File: config.mk
export PLATFORM = sky130hd
export DESIGN_NAME = serial_op_engine
export DESIGN_NICKNAME = d
export VERILOG_FILES = /design/src/rtl/soe_pkg.sv /design/src/rtl/soe_alu.sv /design/src/rtl/serial_op_engine.sv
export SDC_FILE = /design/constraint.sdc
export NUM_CORES = 2
export LEC_CHECK = 0
export CORE_ASPECT_RATIO = 1.75
export CORE_MARGIN = 3
export CORE_UTILIZATION = 65
export CTS_CLUSTER_DIAMETER = 30
export DETAILED_ROUTE_END_ITERATION = 10
export GPL_TIMING_DRIVEN = 0
export PLACE_DENSITY_LB_ADDON = 0.2
export SLEW_MARGIN = 20
export SYNTH_ARGS = -nofsm -noshare
export SYNTH_HDL_FRONTEND = slang
export SYNTH_SLANG_ARGS = --single-unit
export TNS_END_PERCENT = 100
File: constraint.sdc
create_clock -name clk -period 18.1 [get_ports clk]
set_clock_uncertainty 0.1 [all_clocks]
set_input_delay 3.62 -clock clk [delete_from_list [all_inputs] [get_ports clk]]
set_output_delay 3.62 -clock clk [all_outputs]
set_load 0.1 [all_outputs]
File: src/rtl/soe_pkg.sv
// Shared types for serial_op_engine: FSM states, ALU op codes, beat-counter width helper.
package soe_pkg;

  typedef enum logic [1:0] {
    IDLE  = 2'd0,
    LOAD  = 2'd1,
    EXEC  = 2'd2,
    DRAIN = 2'd3
  } state_t;

  typedef enum logic [2:0] {
    OP_MASKOR = 3'd0,
    OP_XADD   = 3'd1,
    OP_ABSX   = 3'd2,
    OP_MINLO  = 3'd3,
    OP_MAXSH  = 3'd4,
    OP_SATAND = 3'd5,
    OP_AVGOR  = 3'd6,
    OP_ROTX   = 3'd7
  } op_t;

  function automatic int beat_cnt_w(input int k);
    return (k > 1) ? $clog2(k) : 1;
  endfunction

endpackage

File: src/rtl/soe_alu.sv
// Combinational N-bit ALU for serial_op_engine; zero latency, no flow control.
module soe_alu
  import soe_pkg::*;
#(
  parameter int N = 64
) (
  input  logic [N-1:0] a,
  input  logic [N-1:0] b,
  input  logic [N-1:0] c,
  input  op_t          op,
  output logic [N-1:0] res
);

  logic         a_lt_b;
  logic [N-1:0] mn;
  logic [N-1:0] mx;
  logic [N:0]   sum;

  always_comb begin
    a_lt_b = (a < b);
    mn     = a_lt_b ? a : b;
    mx     = a_lt_b ? b : a;
    // One extra bit carries the overflow for both saturation and averaging
    sum    = {1'b0, a} + {1'b0, b};
    res    = '0;
    case (op)
      OP_MASKOR: res = (a & b) | c;
      OP_XADD:   res = (a ^ b) + c;
      OP_ABSX:   res = (mx - mn) ^ c;
      OP_MINLO:  res = {c[N-1:N/2], mn[N/2-1:0]};
      OP_MAXSH:  res = mx + {c[N-2:0], 1'b0};
      OP_SATAND: res = (sum[N] ? {N{1'b1}} : sum[N-1:0]) & c;
      OP_AVGOR:  res = sum[N:1] | c;
      OP_ROTX:   res = {a[N-2:0], a[N-1]} ^ b ^ c;
      default:   res = '0;
    endcase
  end

endmodule

File: src/rtl/serial_op_engine.sv
// Loads A/B in W-bit beats, applies a streamed op sequence to acc, drains acc in W-bit beats; all phases valid/ready.
// Op result lands 1 cycle after handshake; abort wins over everything. SOE_CHECKSUM_EN appends an XOR checksum beat.
module serial_op_engine
  import soe_pkg::*;
#(
  parameter int N     = 64,
  parameter int W     = 4,
  parameter int CNT_W = 8
) (
  input  logic             clk,
  input  logic             rst,
  input  logic             start,
  input  logic             abort,
  input  logic             in_valid,
  output logic             in_ready,
  input  logic [W-1:0]     a_in,
  input  logic [W-1:0]     b_in,
  input  logic             op_valid,
  output logic             op_ready,
  input  logic [2:0]       op_code,
  input  logic             op_last,
  output logic             out_valid,
  input  logic             out_ready,
  output logic [W-1:0]     out_data,
  output logic             out_last,
  output logic             busy,
  output logic [1:0]       state_o,
  output logic [CNT_W-1:0] op_count
);

  localparam int K  = N / W;
  localparam int BW = beat_cnt_w(K);

  state_t           state_q, state_d;
  logic [N-1:0]     a_q, a_d, b_q, b_d, acc_q, acc_d;
  logic [BW-1:0]    beat_q, beat_d;
  logic [CNT_W-1:0] cnt_q, cnt_d;
  logic [N-1:0]     alu_res;
  logic [W-1:0]     drain_dat;
  logic             beat_end;

  soe_alu #(.N(N)) u_alu (
    .a   (a_q),
    .b   (b_q),
    .c   (acc_q),
    .op  (op_t'(op_code)),
    .res (alu_res)
  );

  assign beat_end = (beat_q == BW'(K - 1));

  // Ready/valid drop in the abort cycle so no transfer is claimed
  assign in_ready  = (state_q == LOAD)  && !abort;
  assign op_ready  = (state_q == EXEC)  && !abort;
  assign out_valid = (state_q == DRAIN) && !abort;
  assign out_data  = out_valid ? drain_dat : '0;
  assign busy      = (state_q != IDLE);
  assign state_o   = state_q;
  assign op_count  = cnt_q;

`ifdef SOE_CHECKSUM_EN
  logic         cks_q, cks_d;
  logic [W-1:0] cks_val;

  always_comb begin
    cks_val = '0;
    for (int i = 0; i < K; i++) cks_val ^= acc_q[i*W +: W];
  end

  assign drain_dat = cks_q ? cks_val : acc_q[beat_q*W +: W];
  assign out_last  = out_valid && cks_q;

  always_ff @(posedge clk or negedge rst) begin
    if (!rst) cks_q <= 1'b0;
    else      cks_q <= cks_d;
  end
`else
  assign drain_dat = acc_q[beat_q*W +: W];
  assign out_last  = out_valid && beat_end;
`endif

  always_comb begin
    state_d = state_q;
    a_d     = a_q;
    b_d     = b_q;
    acc_d   = acc_q;
    beat_d  = beat_q;
    cnt_d   = cnt_q;
`ifdef SOE_CHECKSUM_EN
    cks_d   = cks_q;
`endif
    if (abort) begin
      if (state_q != IDLE) begin
        state_d = IDLE;
        acc_d   = '0;
        beat_d  = '0;
`ifdef SOE_CHECKSUM_EN
        cks_d   = 1'b0;
`endif
      end
    end else begin
      case (state_q)
        IDLE: if (start) begin
          a_d     = '0;
          b_d     = '0;
          acc_d   = '0;
          beat_d  = '0;
          cnt_d   = '0;
          state_d = LOAD;
        end
        LOAD: if (in_valid) begin
          a_d[beat_q*W +: W] = a_in;
          b_d[beat_q*W +: W] = b_in;
          beat_d = beat_q + 1'b1;
          if (beat_end) state_d = EXEC;
        end
        EXEC: if (op_valid) begin
          acc_d = alu_res;
          if (!(&cnt_q)) cnt_d = cnt_q + 1'b1;
          if (op_last) state_d = DRAIN;
        end
        DRAIN: if (out_ready) begin
`ifdef SOE_CHECKSUM_EN
          if (cks_q) begin
            cks_d   = 1'b0;
            state_d = IDLE;
          end else begin
            beat_d = beat_q + 1'b1;
            if (beat_end) cks_d = 1'b1;
          end
`else
          beat_d = beat_q + 1'b1;
          if (beat_end) state_d = IDLE;
`endif
        end
        default: state_d = IDLE;
      endcase
    end
  end

  always_ff @(posedge clk or negedge rst) begin
    if (!rst) begin
      state_q <= IDLE;
      a_q     <= '0;
      b_q     <= '0;
      acc_q   <= '0;
      beat_q  <= '0;
      cnt_q   <= '0;
    end else begin
      state_q <= state_d;
      a_q     <= a_d;
      b_q     <= b_d;
      acc_q   <= acc_d;
      beat_q  <= beat_d;
      cnt_q   <= cnt_d;
    end
  end

endmodule

==> impl_metrics.yaml, run 1 <==
run_status:
  outcome: "did not finish"
  error_line: "[ERROR GRT-0116] Global routing finished with congestion. Check the congestion regions in the DRC Viewer."
  stop_stage: "global routing (5_1_grt)"
yosys:
  synth_cell_type_count: 92
  ys.flop_type: "dfrtp_1"
  synth.largest_area_cell: "dfrtp_1"
  syn_avg_cell_area_um2: 7.22
  yosys_warnings: 0
  synth_top_cell_area_share: 0.171
  synth_fp_nets: 4472
  synth-edff-count: 0
  synth_area_leaders: "dfrtp_1 (17%), ha_1 (11%), o21ai_0 (7.9%)"
  synthArstFlopShare: 1.00
  yosys_register_bits: 206
  syn_area_um2: 30200
  synthCells: 4185
  seq_area_frac_synth: 0.171
grt:
  first_global_vias: 42206
  overflow: 1727
  grt_max_degree: 88
  grt_pass1_wl_mm: 311
  track_usage: 0.822
place:
  place.gp.congestion: 1.26
  portBuffers: 27
  place_inst: 4794
  dp_hpwl_mm: 132
clocking:
  cts_made_buffers: 42
  cts-resized-gates: 0
  cts_setup_buffers: 0
  clockBufferDepth: 3
  root_buffer: "clkbuf_16"
  cts_num_sinks: 206
  ctsHoldBuffers: 0
  htreeDepth: 2
floorplanning:
  num_rows: 103
  die_y_um: 291
  io_pins: 38
  die_w_um: 169
  start_util: 0.664
[cell usage after synthesis (13+ instances only)]
master     instances
a2111oi_0         14
a211oi_1          62
a21o_1           106
a21oi_1          447
a221oi_1          42
a22o_1            84
a31oi_1           58
a32o_1            26
and2_1            17
and3_1            16
buf_1             33
buf_2             27
clkbuf_1         184
clkinv_1          13
dfrtp_1          206
ha_1             265
inv_1            223
mux2i_1           13
mux4_2            20
nand2_1          390
nand2b_1          33
nand3_1           91
nand4_1           54
nor2_1           320
nor2b_1           30
nor3_1            68
nor4_1            26
o211ai_1          55
o21a_1            29
o21ai_0          475
o21bai_1          48
o221ai_1          19
o22ai_1           29
o31ai_1           37
or2_2             15
or3_1             35
or4_1             26
xnor2_1          235
xor2_1            85
[stage by stage]
stage                     instance area [um2]  hold slack [ns]  setup WS (ns)
after floorplan                         30200            0.408           8.90
after global placement                  31200            0.455           4.50
after detailed placement                31300            0.461           6.15
after CTS                               32700            0.477           6.09
[kinds of logic after synthesis]
kind of cell    count (synthesis)  share of synthesized area
buf+inv                       484                     0.0616
flops                         206                      0.171
compound gates               1715                      0.365
fa+ha+maj                     268                      0.112
mux                            35                     0.0200
xor+xnor                      320                     0.0928
simple gates                 1157                      0.178
[routing by layer]
metal / global-route usage / GRT overflow
met5: 0.326 / 7
met4: 0.854 / 498
met3: 0.649 / 29
met2: 1.02 / 1165
met1: 0.785 / 28
==> inputs of run 2 (changes only) <==
- CORE_ASPECT_RATIO: 1.75 -> not set
- CORE_UTILIZATION: 65 -> 40
- CTS_CLUSTER_DIAMETER: 30 -> not set
- PLACE_DENSITY_LB_ADDON: 0.2 -> 0.15
==> impl_metrics.yaml, run 2 <==
grt:
  top_usage_layer: "met1"
  overflow: 0
  met2_usage: 0.545
  antenna_found_initial: 5
  use_met1: 0.605
  first_global_vias: 31868
  grt_pass1_wl_mm: 239
  grt_util_met3: 0.196
  grt_max_degree: 98
  track_usage: 0.424
yosys:
  syn_avg_cell_area_um2: 7.22
  synth_area_leaders: "dfrtp_1 (17%), ha_1 (11%), o21ai_0 (7.9%)"
  ys.flop_type: "dfrtp_1"
  synth_common_cells: "o21ai_0 (475), a21oi_1 (447), nand2_1 (390)"
  synthArstFlopShare: 1.00
  seq_area_frac_synth: 0.171
  synth_top_cell_area_share: 0.171
  yosys_warnings: 0
  synth_fp_nets: 4472
  yosys_register_bits: 206
  synth_cell_type_count: 92
  synth.largest_area_cell: "dfrtp_1"
  synthCells: 4185
  synth-edff-count: 0
  syn_area_um2: 30200
  synth_most_common_cell: "o21ai_0"
route:
  drc_errors: 0
  drt-pass1-iter-count: 8
  drtIter0Drc: 5116
  routedWlPerCell_um: 33.0
  ant_nets: 0
  drt-total-wl_mm: 173
  vias_per_cell: 6.75
  via_count: 35336
critical_path:
  crit_end: "acc_q[58]"
  rr_worst_depth: 34
  cp-end-kind: "flop"
  r2r_end: "acc_q[58]"
  crit_arrival_ns: 13.61
  max_stage_delay_ns: 0.80
  rrSetupSlack_ns: 4.81
  path_class: "reg -> reg"
  startpoint: "a_q[63]"
  r2r-start: "a_q[63]"
  critPathLaunchType: "flop"
  crit_path_frequent_cell: "clkbuf_1"
  worstPathRequired_ns: 18.42
  path_max_fanout: 10
  worst_path_max_delay_cell: "clkbuf_1"
clocking:
  cts-resized-gates: 0
  ctsHoldBuffers: 0
  clk_pin_slew_ns: 0.07
  tritoncts: "done"
  htreeDepth: 1
  cts_made_buffers: 27
  clockBufferDepth: 3
  cts_num_sinks: 206
  clock_latency_ns: 0.58
  cts_setup_buffers: 0
  root_buffer: "clkbuf_16"
timing:
  hold_slack_ns: 0.463
  slew_viol_final: 0
  setup_viol: 0
  hold_viol_final: 0
  rsz0062_at_grt: "false"
  min_period_ns: 13.29
  slew_headroom: 0.101
  fmax_mhz: 75.2
  worst_slew_pin_slew_ns: 1.34
  period_share: 0.734
  finalSetupTns_ns: 0
hold_path:
  hold_path_class: "reg -> reg"
  min_path_cells: 1
place:
  place.gp.congestion: 1.05
  dp_hpwl_mm: 144
  portBuffers: 27
floorplanning:
  core_um2: 74600
  start_util: 0.405
  io_pins: 38
  num_rows: 100
  die_y_um: 281
  fp.dieArea_um2: 78900
  die_w_um: 281
layout:
  utilization: 0.439
  multiInputGateArea_um2: 23200
  seq_area_um2: 5150
  drive_gt1_frac: 0.0380
  mostFrequentLayoutCell: "o21ai_0"
  layout_common_cells: "o21ai_0 (462), a21oi_1 (447), nand2_1 (390)"
  nets: 4535
  top_regs: "a_q: 64 flops, acc_q: 64 flops, b_q: 64 flops"
  area_growth_pct: 8.38
  nFillCells: 7836
job:
  cap_violations: 0
power:
  peakVddDrop_mv: 0.121
  powerDensity_nw_per_um2: 151
  leakagePower_uw: 0.0144
run_status:
  outcome: "finished clean"
## run 2: stage by stage
| stage | power [uW] | instances | worst slack [ns] | area (um2) |
|---|---|---|---|---|
| after floorplan | 2690 | 4185 | 8.90 | 30200 |
| after global placement | 4170 | 5181 | 3.67 | 31700 |
| after detailed placement | 4140 | 5188 | 5.32 | 31800 |
| after CTS | 4720 | 5235 | 5.28 | 32700 |
| after global routing | 5020 | 5235 | 4.78 | 32700 |
| final | 4960 | 5236 | 4.81 | 32700 |
## run 2: critical path: cells and delay by family, from the launching register on
family | cells | cell delay (ns)
compound gates | 16 | 4.53
xor+xnor | 1 | 0.27
fa+ha+maj | 2 | 1.14
buf+inv | 9 | 4.58
flops | 1 | 0.66
simple gates | 6 | 1.80
## run 2: cell type report
class,count,area share
Buffer,247,0.0298
Inverter,237,0.0272
Clock buffer,35,0.0222
Antenna cell,1,0.0000764
Sequential cell,206,0.157
Tap cell,969,0.0370
Multi-Input combinational cell,3495,0.710
Timing Repair Buffer,34,0.0116
Clock inverter,12,0.00520
## run 2: routing by layer
metal / vias up / wire length, um
met5: - / 28
met4: 4 / 7540
met3: 334 / 28200
met2: 2413 / 62300
met1: 16932 / 74400
li1: 15653 / -
## run 2: cell families (layout without fill, tap and decap cells)
logic type	count (synthesis)	after routing	share of synthesized area
AO/OA/AOI/OAI	1715	1715	0.365
AND/OR/NAND/NOR	1157	1157	0.178
buffers and inverters	484	565	0.0616
XOR/XNOR	320	320	0.0928
adder cells (fa/ha/maj)	268	268	0.112
flip-flops	206	206	0.171
multiplexers	35	35	0.0200
other	0	1	0
## run 2: worst min path at each step
stage | start | slack [ns] | to
final | b_q[56] | 0.46 | b_q[56]
after global routing | op_count[7] | 0.49 | op_count[7]
after CTS | b_q[56] | 0.47 | b_q[56]
after detailed placement | b_q[56] | 0.46 | b_q[56]
after global placement | b_q[56] | 0.45 | b_q[56]
after floorplan | b_q[56] | 0.41 | b_q[56]
## run 2: power breakdown
part           internal, uW  leakage [uW]  switching [uW]  total, uW
Sequential              505       0.00285             129        634
Combinational          1030        0.0111            2730       3750
Clock                   328      0.000432             243        571
Note: power is estimated with default switching activity, not from simulation.
